===== src/rtl/serial_adder_if.sv =====
// Handshake/bus bundle for serial_adder: request side (start, operands,
// carry-in) and response side (ready, done, sum, carry-out, overflow).
interface serial_adder_if #(
    parameter int WIDTH = 8
);
    logic             start;
    logic [WIDTH-1:0] a;
    logic [WIDTH-1:0] b;
    logic             cin;
    logic             ready;
    logic             done;
    logic [WIDTH-1:0] sum;
    logic             cout;
    logic             ovf;

    modport master (
        output start, a, b, cin,
        input  ready, done, sum, cout, ovf
    );

    modport slave (
        input  start, a, b, cin,
        output ready, done, sum, cout, ovf
    );
endinterface


===== src/rtl/serial_adder.sv =====
// serial_adder: multi-cycle adder computing a + b + cin over WIDTH bits,
// BPC bits per clock through a single BPC-bit adder slice.
// Handshake: start is accepted in IDLE (ready=1); done pulses for one cycle
// N = WIDTH/BPC edges after the accepting edge; sum/cout/ovf hold until the
// next completion.
// Optional feature macro: SERIAL_ADDER_OVF_EN -- when defined, ovf reports
// two's-complement overflow of the last completed add; otherwise ovf is 0.
module serial_adder #(
    parameter int WIDTH = 8,
    parameter int BPC   = 1
) (
    input  logic          clk,
    input  logic          rst,
    serial_adder_if.slave bus
);
    localparam int N  = WIDTH / BPC;
    localparam int CW = ($clog2(N + 1) < 1) ? 1 : $clog2(N + 1);

    generate
        if ((WIDTH < 1) || (BPC < 1) || ((WIDTH % BPC) != 0)) begin : g_bad_cfg
            $error("serial_adder: BPC must be >= 1 and divide WIDTH exactly");
        end
    endgenerate

    typedef enum logic [1:0] {
        S_IDLE = 2'd0,
        S_RUN  = 2'd1,
        S_DONE = 2'd2
    } state_t;

    state_t           state_q;
    logic [WIDTH-1:0] a_q;
    logic [WIDTH-1:0] b_q;
    logic [WIDTH-1:0] psum_q;
    logic             carry_q;
    logic [CW-1:0]    cnt_q;
    logic             ready_q;
    logic             done_q;
    logic [WIDTH-1:0] sum_q;
    logic             cout_q;

    logic [BPC:0]     slice_s;
    logic [WIDTH-1:0] a_d;
    logic [WIDTH-1:0] b_d;
    logic [WIDTH-1:0] psum_d;
    logic             carry_d;
    logic [CW-1:0]    cnt_d;

    // One BPC-bit slice step: add low operand bits plus carry, shift the result into the partial sum from the top.
    always_comb begin
        slice_s = {1'b0, a_q[BPC-1:0]} + {1'b0, b_q[BPC-1:0]} + {{BPC{1'b0}}, carry_q};
        a_d     = a_q >> BPC;
        b_d     = b_q >> BPC;
        psum_d  = psum_q >> BPC;
        psum_d[WIDTH-1 -: BPC] = slice_s[BPC-1:0];
        carry_d = slice_s[BPC];
        cnt_d   = cnt_q + {{(CW-1){1'b0}}, 1'b1};
    end

`ifdef SERIAL_ADDER_OVF_EN
    logic ovf_q;
    logic carry_top_s;
    logic ovf_d;

    // Overflow of the final slice: carry into its top bit (a^b^s) against carry out of it.
    always_comb begin
        carry_top_s = a_q[BPC-1] ^ b_q[BPC-1] ^ slice_s[BPC-1];
        ovf_d       = carry_top_s ^ slice_s[BPC];
    end

    assign bus.ovf = ovf_q;
`else
    assign bus.ovf = 1'b0;
`endif

    // Control FSM with datapath registers and registered handshake/result outputs.
    always_ff @(posedge clk) begin
        if (rst) begin
            state_q <= S_IDLE;
            a_q     <= {WIDTH{1'b0}};
            b_q     <= {WIDTH{1'b0}};
            psum_q  <= {WIDTH{1'b0}};
            carry_q <= 1'b0;
            cnt_q   <= {CW{1'b0}};
            ready_q <= 1'b1;
            done_q  <= 1'b0;
            sum_q   <= {WIDTH{1'b0}};
            cout_q  <= 1'b0;
`ifdef SERIAL_ADDER_OVF_EN
            ovf_q   <= 1'b0;
`endif
        end else begin
            case (state_q)
                S_IDLE: begin
                    done_q <= 1'b0;
                    if (bus.start) begin
                        a_q     <= bus.a;
                        b_q     <= bus.b;
                        carry_q <= bus.cin;
                        psum_q  <= {WIDTH{1'b0}};
                        cnt_q   <= {CW{1'b0}};
                        ready_q <= 1'b0;
                        state_q <= S_RUN;
                    end else begin
                        ready_q <= 1'b1;
                        state_q <= S_IDLE;
                    end
                end
                S_RUN: begin
                    a_q     <= a_d;
                    b_q     <= b_d;
                    psum_q  <= psum_d;
                    carry_q <= carry_d;
                    cnt_q   <= cnt_d;
                    ready_q <= 1'b0;
                    if (cnt_q == CW'(N - 1)) begin
                        sum_q   <= psum_d;
                        cout_q  <= carry_d;
`ifdef SERIAL_ADDER_OVF_EN
                        ovf_q   <= ovf_d;
`endif
                        done_q  <= 1'b1;
                        state_q <= S_DONE;
                    end else begin
                        done_q  <= 1'b0;
                        state_q <= S_RUN;
                    end
                end
                S_DONE: begin
                    done_q  <= 1'b0;
                    ready_q <= 1'b1;
                    state_q <= S_IDLE;
                end
                default: begin
                    done_q  <= 1'b0;
                    ready_q <= 1'b1;
                    state_q <= S_IDLE;
                end
            endcase
        end
    end

    assign bus.ready = ready_q;
    assign bus.done  = done_q;
    assign bus.sum   = sum_q;
    assign bus.cout  = cout_q;
endmodule


===== src/flat_wrapper.sv =====
// flat-port wrapper written by rule: the top's interface ports become plain ports
module serial_adder_flat 
#(
    parameter int WIDTH = 8,
    parameter int BPC   = 1
)
  (clk, rst, bus_start, bus_a, bus_b, bus_cin, bus_ready, bus_done, bus_sum, bus_cout, bus_ovf);
  serial_adder_if #(.WIDTH(WIDTH)) bus_i ();
  input  logic clk;
  input  logic rst;
  input wire logic [$bits(bus_i.start)-1:0] bus_start;
  input wire logic [$bits(bus_i.a)-1:0] bus_a;
  input wire logic [$bits(bus_i.b)-1:0] bus_b;
  input wire logic [$bits(bus_i.cin)-1:0] bus_cin;
  output wire logic [$bits(bus_i.ready)-1:0] bus_ready;
  output wire logic [$bits(bus_i.done)-1:0] bus_done;
  output wire logic [$bits(bus_i.sum)-1:0] bus_sum;
  output wire logic [$bits(bus_i.cout)-1:0] bus_cout;
  output wire logic [$bits(bus_i.ovf)-1:0] bus_ovf;
  assign bus_i.start = bus_start;
  assign bus_i.a = bus_a;
  assign bus_i.b = bus_b;
  assign bus_i.cin = bus_cin;
  assign bus_ready = bus_i.ready;
  assign bus_done = bus_i.done;
  assign bus_sum = bus_i.sum;
  assign bus_cout = bus_i.cout;
  assign bus_ovf = bus_i.ovf;
  serial_adder #(.WIDTH(WIDTH), .BPC(BPC)) u_core (.clk(clk), .rst(rst), .bus(bus_i));
endmodule

===== config.mk =====
export PLATFORM = sky130hd
export DESIGN_NAME = serial_adder_flat
export DESIGN_NICKNAME = d
export VERILOG_FILES = /design/src/rtl/serial_adder_if.sv /design/src/rtl/serial_adder.sv /design/src/flat_wrapper.sv
export SDC_FILE = /design/constraint.sdc
export NUM_CORES = 1
export LEC_CHECK = 0
export ABC_AREA = 1
export CAP_MARGIN = 10
export CORE_MARGIN = 2
export CORE_UTILIZATION = 46
export DETAILED_ROUTE_END_ITERATION = 16
export HOLD_SLACK_MARGIN = 0.1
export PLACE_DENSITY_LB_ADDON = 0.2
export SLEW_MARGIN = 20
export SYNTH_ARGS = -nofsm -noshare
export SYNTH_HDL_FRONTEND = slang
export SYNTH_SLANG_ARGS = --single-unit

===== constraint.sdc =====
create_clock -name clk -period 1.3 [get_ports clk]
set_clock_uncertainty 0.2 [all_clocks]
set_input_delay 0.13 -clock clk [delete_from_list [all_inputs] [get_ports clk]]
set_output_delay 0.13 -clock clk [all_outputs]
set_load 0.02 [all_outputs]

* Yosys cells after proc, flatten, opt, wreduce, memory -nomap -nowiden
Index checks and enable logic that the tools add are counted.
Operators by class: shifts and indexed selects 0, bitwise operators 1, divide/modulo/power cells 0, add/subtract/negate cells 3, equal/unequal tests 3, reductions and logical operators 5, magnitude comparators 0, multiplexer cells 16, multiply operators 0
Operator list (number):
- $pmux 8 s2 | 3
- $mux 8 | 3
- $pmux 4 s2 | 1
- $add 4x1->4 const B | 1
- $eq 4x3->1 const B | 1
- $mux 1 | 4
- $mux 4 | 1
- $pmux 1 s2 | 2
- $pmux 2 s2 | 1
- $reduce_and 2->1 | 2
- $add 1x1->2 | 1
- $add 2x1->2 | 1
- $eq 2x1->1 const B | 1
- $logic_not 2->1 | 1
- $mux 2 | 1
- $ne 2x2->1 const B | 1
- $reduce_bool 2->1 | 1
- $reduce_or 2->1 | 1
- $not 1->1 | 1
Word-level totals: bits in registers 42, RAM bits 0, latch bits 0, memory bits (read-only) 0, memories kept 0, word-level logic and storage cells 38, output and inout port bits 12

* Longest topological paths before layout
Gate-level depths: netlist of run 1.
word-level depth 3, gate-level depth with buffers 8

* Worst setup path before layout of run 1
OpenSTA, ideal clock, no wires.
path type reg-to-reg, start point register u_core.cnt_q[0], end point register u_core.sum_q[1] (netlist: u_core.bus.sum[1]), arrival 1.126 ns, setup slack -0.085 ns, stages on the path, launching flop included 8, setup time 0.059 ns, clock period less this slack 1.385 ns, buffers on the path 0, cell sequence dfxtp_1 -> ha_1 -> nand2_1 -> nor2_2 -> nand2_2 -> nor2_4 -> nand2_1 -> nand2_1
On the way: longest elaborated chain between the ends 2
Ends and longest elaborated chain:
- start: declaration | RTL line serial_adder.sv:36 | logic [CW-1:0] cnt_q;
- start signal: assignment | RTL line serial_adder.sv:84 | cnt_q <= {CW{1'b0}};
- start signal: assignment | RTL line serial_adder.sv:101 | cnt_q <= {CW{1'b0}};
- start signal: assignment | RTL line serial_adder.sv:114 | cnt_q <= cnt_d;
- $eq 4x3->1 | RTL line serial_adder.sv:116 | if (cnt_q == CW'(N - 1)) begin
- $reduce_and 2->1 (no line)
- end signal: assignment | RTL line serial_adder.sv:87 | sum_q <= {WIDTH{1'b0}};
- end signal: assignment | RTL line serial_adder.sv:117 | sum_q <= psum_d;
- end: declaration | RTL line serial_adder.sv:39 | logic [WIDTH-1:0] sum_q;
Every way passes these cells. A chain may end at the register's enable or synchronous reset.

* Worst setup path after layout of run 1
start point register u_core.cnt_q[0], end point register u_core.cout_q (netlist: u_core.bus.cout)
On the way: longest elaborated chain between the ends 2
Ends and longest elaborated chain:
- $eq 4x3->1 | RTL line serial_adder.sv:116
- $reduce_and 2->1 (no line)
- end signal: assignment | RTL line serial_adder.sv:118 | cout_q <= carry_d;
- end: declaration | RTL line serial_adder.sv:40 | logic cout_q;
Every way passes these cells.

==> results of run 1 <==
## flip-flops by register name (all words and copies together) (netlist names), 2 cells and up
signal and flops:
u_core.state_q 2, u_core.b_q 8, u_core.bus.sum 8, u_core.psum_q 7
u_core.cnt_q 4, u_core.a_q 8
## timing repair
action | CTS | global route
buffers inserted | 1 | 6
gates resized for setup | 19 | 70
pin swaps | 13 | 23
endpoints found under the hold margin | 0 | 0
setup endpoints to repair | 40 | 45
cloned | 0 | 4
## cells in the final DEF, fill, tap and decap left out, types with 4 or more instances in the layout
cell	netlist	routed
nand2_1	59	45
dfxtp_1	41	35
nand3_1	47	31
nor2_1	26	24
clkdlybuf4s50_1	0	19
inv_1	20	18
buf_4	2	17
buf_6	2	10
nand2_4	0	9
a21oi_1	13	9
nand3_2	0	9
nand2_2	4	9
nand3b_1	8	8
nand3_4	0	7
clkdlybuf4s15_1	0	7
buf_12	0	6
clkbuf_8	0	5
nor2_4	1	4
a21oi_2	0	4
dfxtp_2	0	4
## worst reg2reg max path: cells and delay by family (launching register included)
family | cells | cell delay (ns)
buffers and inverters | 2 | 0.22
adders and majority gates | 1 | 0.15
and+or+nand+nor | 5 | 0.35
DFF | 1 | 0.36
## final timing paths
path | startpoint | slack (ns) | endpoint
min reg2reg | u_core.psum_q[4] | 0.26 | u_core.bus.sum[3]
max | u_core.cnt_q[0] | -0.08 | u_core.bus.cout
min | bus_a[7] | 0.21 | u_core.a_q[7]
max reg2reg | u_core.cnt_q[0] | -0.08 | u_core.bus.cout
## Yosys cell counts, types with 3 or more instances
cell type,count,area (um^2)
inv_1,20,75.1
nand3_1,47,235
dfxtp_1,41,821
nor2_1,26,97.6
clkbuf_1,3,11.3
buf_2,6,30.0
nor2_2,3,18.8
nand3b_1,8,60.1
nand2_1,59,221
a21oi_1,13,65.1
nand2_2,4,25.0
## cells by family after synthesis
| family | count (synthesis) | share of synthesized area (%) |
|---|---|---|
| adders and majority gates | 2 | 1.85 |
| buffers and inverters | 35 | 9.16 |
| other | 1 | 0.213 |
| and+or+nand+nor | 148 | 38.0 |
| DFF | 41 | 46.6 |
| AOI/OAI and AO/OA | 15 | 4.26 |
## metrics by stage
stage | setup WS (ns) | utilization, % | hold WS (ns)
4_1_cts | -0.0330 | 66.4 | 0.195
2_1_floorplan | -0.0155 | - | 0.0727
5_1_grt | -0.165 | 77.3 | 0.226
6_report | -0.0764 | 77.3 | 0.206
3_5_place_dp | -0.179 | 63.7 | 0.256
3_3_place_gp | -0.143 | 63.7 | 0.249
## final cells by class
class	instances	area share, %
multi-input combinational	166	36.9
inverter	22	3.00
timing repair buffer	66	25.7
tap	48	2.12
clock buffer	6	2.56
sequential	41	29.4
clock inverter	2	0.354
## report_power, final
group	internal [uW]	switching (uW)
sequential	1300	38.4
clock	372	415
combinational	263	248
## metal layers
layer,GRT usage [%],part of all wire (%),vias up
li1,-,-,895
met1,22.9,41,844
met2,33.1,52,59
met3,3.75,4.6,11
met4,8.33,1.9,0
met5,0,0,-
==> impl_metrics.py, run 1 <==
metrics = {
    "min_path": {
        "hold_path_depth": 3,
        "hold_path_class": "in -> reg",
    },
    "sta": {
        "fmax_mhz": 727,
        "period_share_pct": 106,
        "finalCriticalPeriod_ns": 1.38,
        "rsz0062_at_grt": "true",
        "setup_tns_ns": -1.26,
        "hold_viol": 0,
        "finalSetupViolCount": 31,
        "fin_ws_ns": -0.0764,
        "final-max-slew-violation-count": 0,
    },
    "power_and_ir_drop": {
        "power.leakage_uw": 0.00131,
        "cellPowerDensity_nw_per_um2": 932,
        "power_uw": 2640,
        "ir_drop_v": 0.000633,
    },
    "clock_network": {
        "cts_tree": "yes",
        "cts.clk_slew.worst_paths_ns": 0.07,
        "cts_sinks": 41,
        "worstSkewPairLatency_ns": 0.29,
        "root_buffer": "clkbuf_8",
        "htree_levels": 2,
        "postCtsHoldBufs": 0,
        "cts_buffers": 5,
        "clk_path_buf_depth": 2,
    },
    "synth": {
        "ys_seq_area_share_pct": 46.6,
        "synth.avg_cell_area_um2": 7.28,
        "ys_ff_latch": 41,
        "netlist-cell-type-count": 20,
        "yosys_warnings": 0,
        "syn_inst": 242,
        "synth_area_um2": 1760,
        "synth_edf_count": 0,
        "synthFlopType": "dfxtp_1",
        "synthArstFlopShare_pct": 0,
        "syn-num-nets": 264,
    },
    "route": {
        "vias": 1809,
        "first_pass_iters": 4,
        "drc": 0,
        "viasPerCell": 5.15,
        "antenna_left": 0,
        "wl_per_cell_um": 14.4,
        "drt_wl_total_um": 5070,
        "drtIter0Drc": 80,
    },
    "critical_path": {
        "crit_cells": 8,
        "crit_chain": "ha_4, nand2_4, nor2_4, buf_4, buf_6, nand3b_1, nand2_1, nor2_1",
        "cp_num_buf_inv": 2,
        "cp_slowest_cell": "dfxtp_2",
        "cp.required_ns": 1.29,
        "path_max_fanout": 3,
        "crit_family": "flip-flops",
        "end_kind": "register",
        "critical-path-max-stage-delay_ns": 0.36,
        "worst_setup_path_start_kind": "register",
        "crit_arrival_ns": 1.36,
        "crit_type": "reg -> reg",
        "reg2reg_depth": 8,
    },
    "placement": {
        "placed_cells": 332,
        "place.gp.congestion": 0.753,
        "io_buffers": 30,
        "dp_hpwl_um": 2710,
        "placed_area_um2": 2330,
    },
    "layout": {
        "regArea_um2": 833,
        "area_growth_syn_to_layout_pct": 60.6,
        "drive_gt1_share_pct": 33.0,
        "multiInputGateArea_um2": 1040,
        "n_fill_cell": 261,
        "postLayoutCellArea_um2": 2830,
        "layout.cells.non_filler": 351,
        "fin_nets": 324,
        "num_antenna_cells": 0,
    },
    "floorplan": {
        "die-area_um2": 4340,
        "core-area_um2": 3660,
        "die_w_um": 65.9,
        "start_util_pct": 48.2,
        "die_h_um": 65.9,
        "rows": 22,
        "io_pins": 32,
    },
    "status": {
        "violations": "setup timing",
        "status": "finished with violations",
    },
    "global_routing": {
        "antenna_found_initial": 0,
        "grt_max_degree": 25,
        "grt_overflow": 0,
        "grt_pass1_vias": 1555,
        "grt_pass1_wl_um": 6440,
        "grt_util_all_layers_pct": 19.1,
    },
    "job": {
        "cap_violations": 0,
    },
}
Power figures use the tool's default switching activity.
==> inputs of run 2 (changes only) <==
- CORE_ASPECT_RATIO: default -> 1.25
==> run 2 against run 1 <==
Compared with the run above:
- the flow still finishes with violations (setup timing)
- clock power up 36%
- clock-buffer cell count stayed put
- first-iteration DRC count fell by 40%
- register-to-register slack about the same
- non-clock buffer count fell by 13
- maximum frequency is 0.80% higher
- final cell count decreased by 6.0%
- combinational power decreased by 31%
- worst hold slack better by 0.0062 ns
- global-route usage grew 1.1 points
- sequential power about the same
- critical path type unchanged
==> impl_metrics.py, run 2 (same netlist as run 1, synthesis figures left out) <==
metrics = {
    "status": {
        "status": "finished with violations",
        "violations": "setup timing",
    },
    "layout": {
        "postLayoutCellArea_um2": 2400,
        "area_growth_syn_to_layout_pct": 35.9,
        "layout.cells.non_filler": 330,
        "layout_commonest_cell": "nand2_1",
        "drive_gt1_share_pct": 19.7,
        "final_cell_mix": "58 x nand2_1, 47 x nand3_1, 35 x dfxtp_1, 26 x nor2_1",
        "n_fill_cell": 327,
        "num_antenna_cells": 0,
        "fin_nets": 311,
    },
    "clock_network": {
        "cts_tree": "yes",
        "cts_buffers": 5,
        "htree_levels": 2,
        "cts.clk_slew.worst_paths_ns": 0.08,
        "clk_path_buf_depth": 2,
        "cts_sinks": 41,
        "postCtsHoldBufs": 0,
        "root_buffer": "clkbuf_8",
        "worstSkewPairLatency_ns": 0.29,
    },
    "critical_path": {
        "critical-path-max-stage-delay_ns": 0.58,
        "crit_chain": "fa_2, nand2_1, a21oi_1",
        "cp.required_ns": 1.33,
        "cp_slowest_cell": "fa_2",
        "r2r_end": "u_core.psum_q[7]",
        "path_max_fanout": 2,
        "reg2reg_depth": 3,
        "r2r_slack_ns": -0.07,
        "crit_family": "adder cells",
        "crit_type": "reg -> reg",
        "worst_setup_path_start_kind": "register",
        "crit-reg2reg-launch": "u_core.a_q[0]",
        "cp_num_buf_inv": 0,
        "end_kind": "register",
        "crit_arrival_ns": 1.39,
    },
    "global_routing": {
        "grt_max_degree": 27,
        "antenna_found_initial": 0,
        "grt_pass1_wl_um": 6690,
        "grt_overflow": 0,
        "grt_pass1_vias": 1561,
        "grt_util_all_layers_pct": 20.3,
    },
    "route": {
        "viasPerCell": 5.00,
        "wl_per_cell_um": 12.0,
        "drc": 0,
        "drtIter0Drc": 48,
        "vias": 1650,
        "antenna_left": 0,
        "drt_wl_total_um": 3970,
        "first_pass_iters": 4,
    },
    "power_and_ir_drop": {
        "cellPowerDensity_nw_per_um2": 1150,
        "ir_drop_v": 0.000710,
        "power.leakage_uw": 0.00111,
    },
    "floorplan": {
        "start_util_pct": 47.4,
        "die_h_um": 73.2,
        "die-area_um2": 4350,
        "die_w_um": 59.4,
        "core-area_um2": 3720,
        "io_pins": 32,
        "rows": 25,
    },
    "sta": {
        "finalSetupViolCount": 8,
        "rsz0062_at_grt": "true",
        "setup_tns_ns": -0.123,
        "hold_viol": 0,
        "finalCriticalPeriod_ns": 1.37,
        "final-max-slew-violation-count": 0,
        "fin_ws_ns": -0.0655,
        "fmax_mhz": 732,
        "period_share_pct": 105,
    },
    "min_path": {
        "hold_start": "bus_a[7]",
        "hold_path_class": "in -> reg",
        "holdPathEnd": "u_core.a_q[7]",
        "hold_path_depth": 3,
    },
    "placement": {
        "io_buffers": 30,
        "place.gp.congestion": 0.798,
        "dp_hpwl_um": 2830,
        "placed_cells": 322,
        "place_ws_ns": -0.171,
        "placed_area_um2": 2280,
    },
    "job": {
        "cap_violations": 0,
    },
}
[run 2: cell types whose count changed in the layout (fill, tap and decap cells not counted), moves of 7 or more]
cell / delta
nand3_1: +16
nand2_1: +13
nand3_2: -9
buf_6: -8
nand2_2: -8
nand3_4: -7
[run 2: power breakdown]
| group | internal, uW | switching [uW] | total [uW] | leakage [uW] |
|---|---|---|---|---|
| logic | 177 | 176 | 353 | 0.000715 |
| clock network | 624 | 443 | 1070 | 0.0000574 |
| registers | 1310 | 30.6 | 1340 | 0.000337 |
| total | 2110 | 650 | 2760 | 0.00111 |
[run 2: worst register-to-register path: stages (launching register included)]
cell	delay (ns)
dfxtp_2	0.34
fa_2	0.58
nand2_1	0.05
a21oi_1	0.12
[run 2: how the worst max path moves through the flow]
stage                          startpoint                 to  slack (ns)  depth (start not counted)
after floorplan           u_core.cnt_q[1]  u_core.bus.sum[1]       -0.02                          7
after detailed placement        bus_start      u_core.a_q[1]       -0.17                          7
after CTS                   u_core.b_q[0]   u_core.psum_q[7]       -0.06                          3
final                       u_core.a_q[0]   u_core.psum_q[7]       -0.07                          3
after global routing      u_core.cnt_q[1]  u_core.bus.sum[7]       -0.13                          7
after global placement          bus_start      u_core.a_q[3]       -0.14                          7
[run 2: cell type report]
type	instances	area (um^2)	area share [%]
inverter	22	82.6	3.45
multi-input combinational	166	828	34.6
clock inverter	2	37.5	1.57
timing repair buffer	53	487	20.3
sequential	41	828	34.6
tap	40	50.0	2.09
clock buffer	6	82.6	3.45
[run 2: stage by stage]
step | hold WS, ns | utilization [%] | total power (uW)
floorplan | 0.0727 | - | 1560
global placement | 0.255 | 61.3 | 1710
detailed placement | 0.253 | 61.3 | 1710
CTS | 0.207 | 64.7 | 2780
global route | 0.231 | 64.4 | 2870
finish | 0.212 | 64.4 | 2760
[run 2: metal layers]
| layer | global-route usage, % | vias up | wire, um |
|---|---|---|---|
| li1 | - | 859 | - |
| met1 | 24.1 | 765 | 1830 |
| met2 | 34.6 | 24 | 1980 |
| met3 | 5.50 | 2 | 128 |
| met4 | 6.82 | 0 | 31 |
| met5 | 0 | - | 0 |
[run 2: timing repair]
item	in CTS	in global routing
cloned	0	0
resized for setup	21	16
setup endpoints to repair	38	48
pin swaps	9	2
setup buffers	0	0
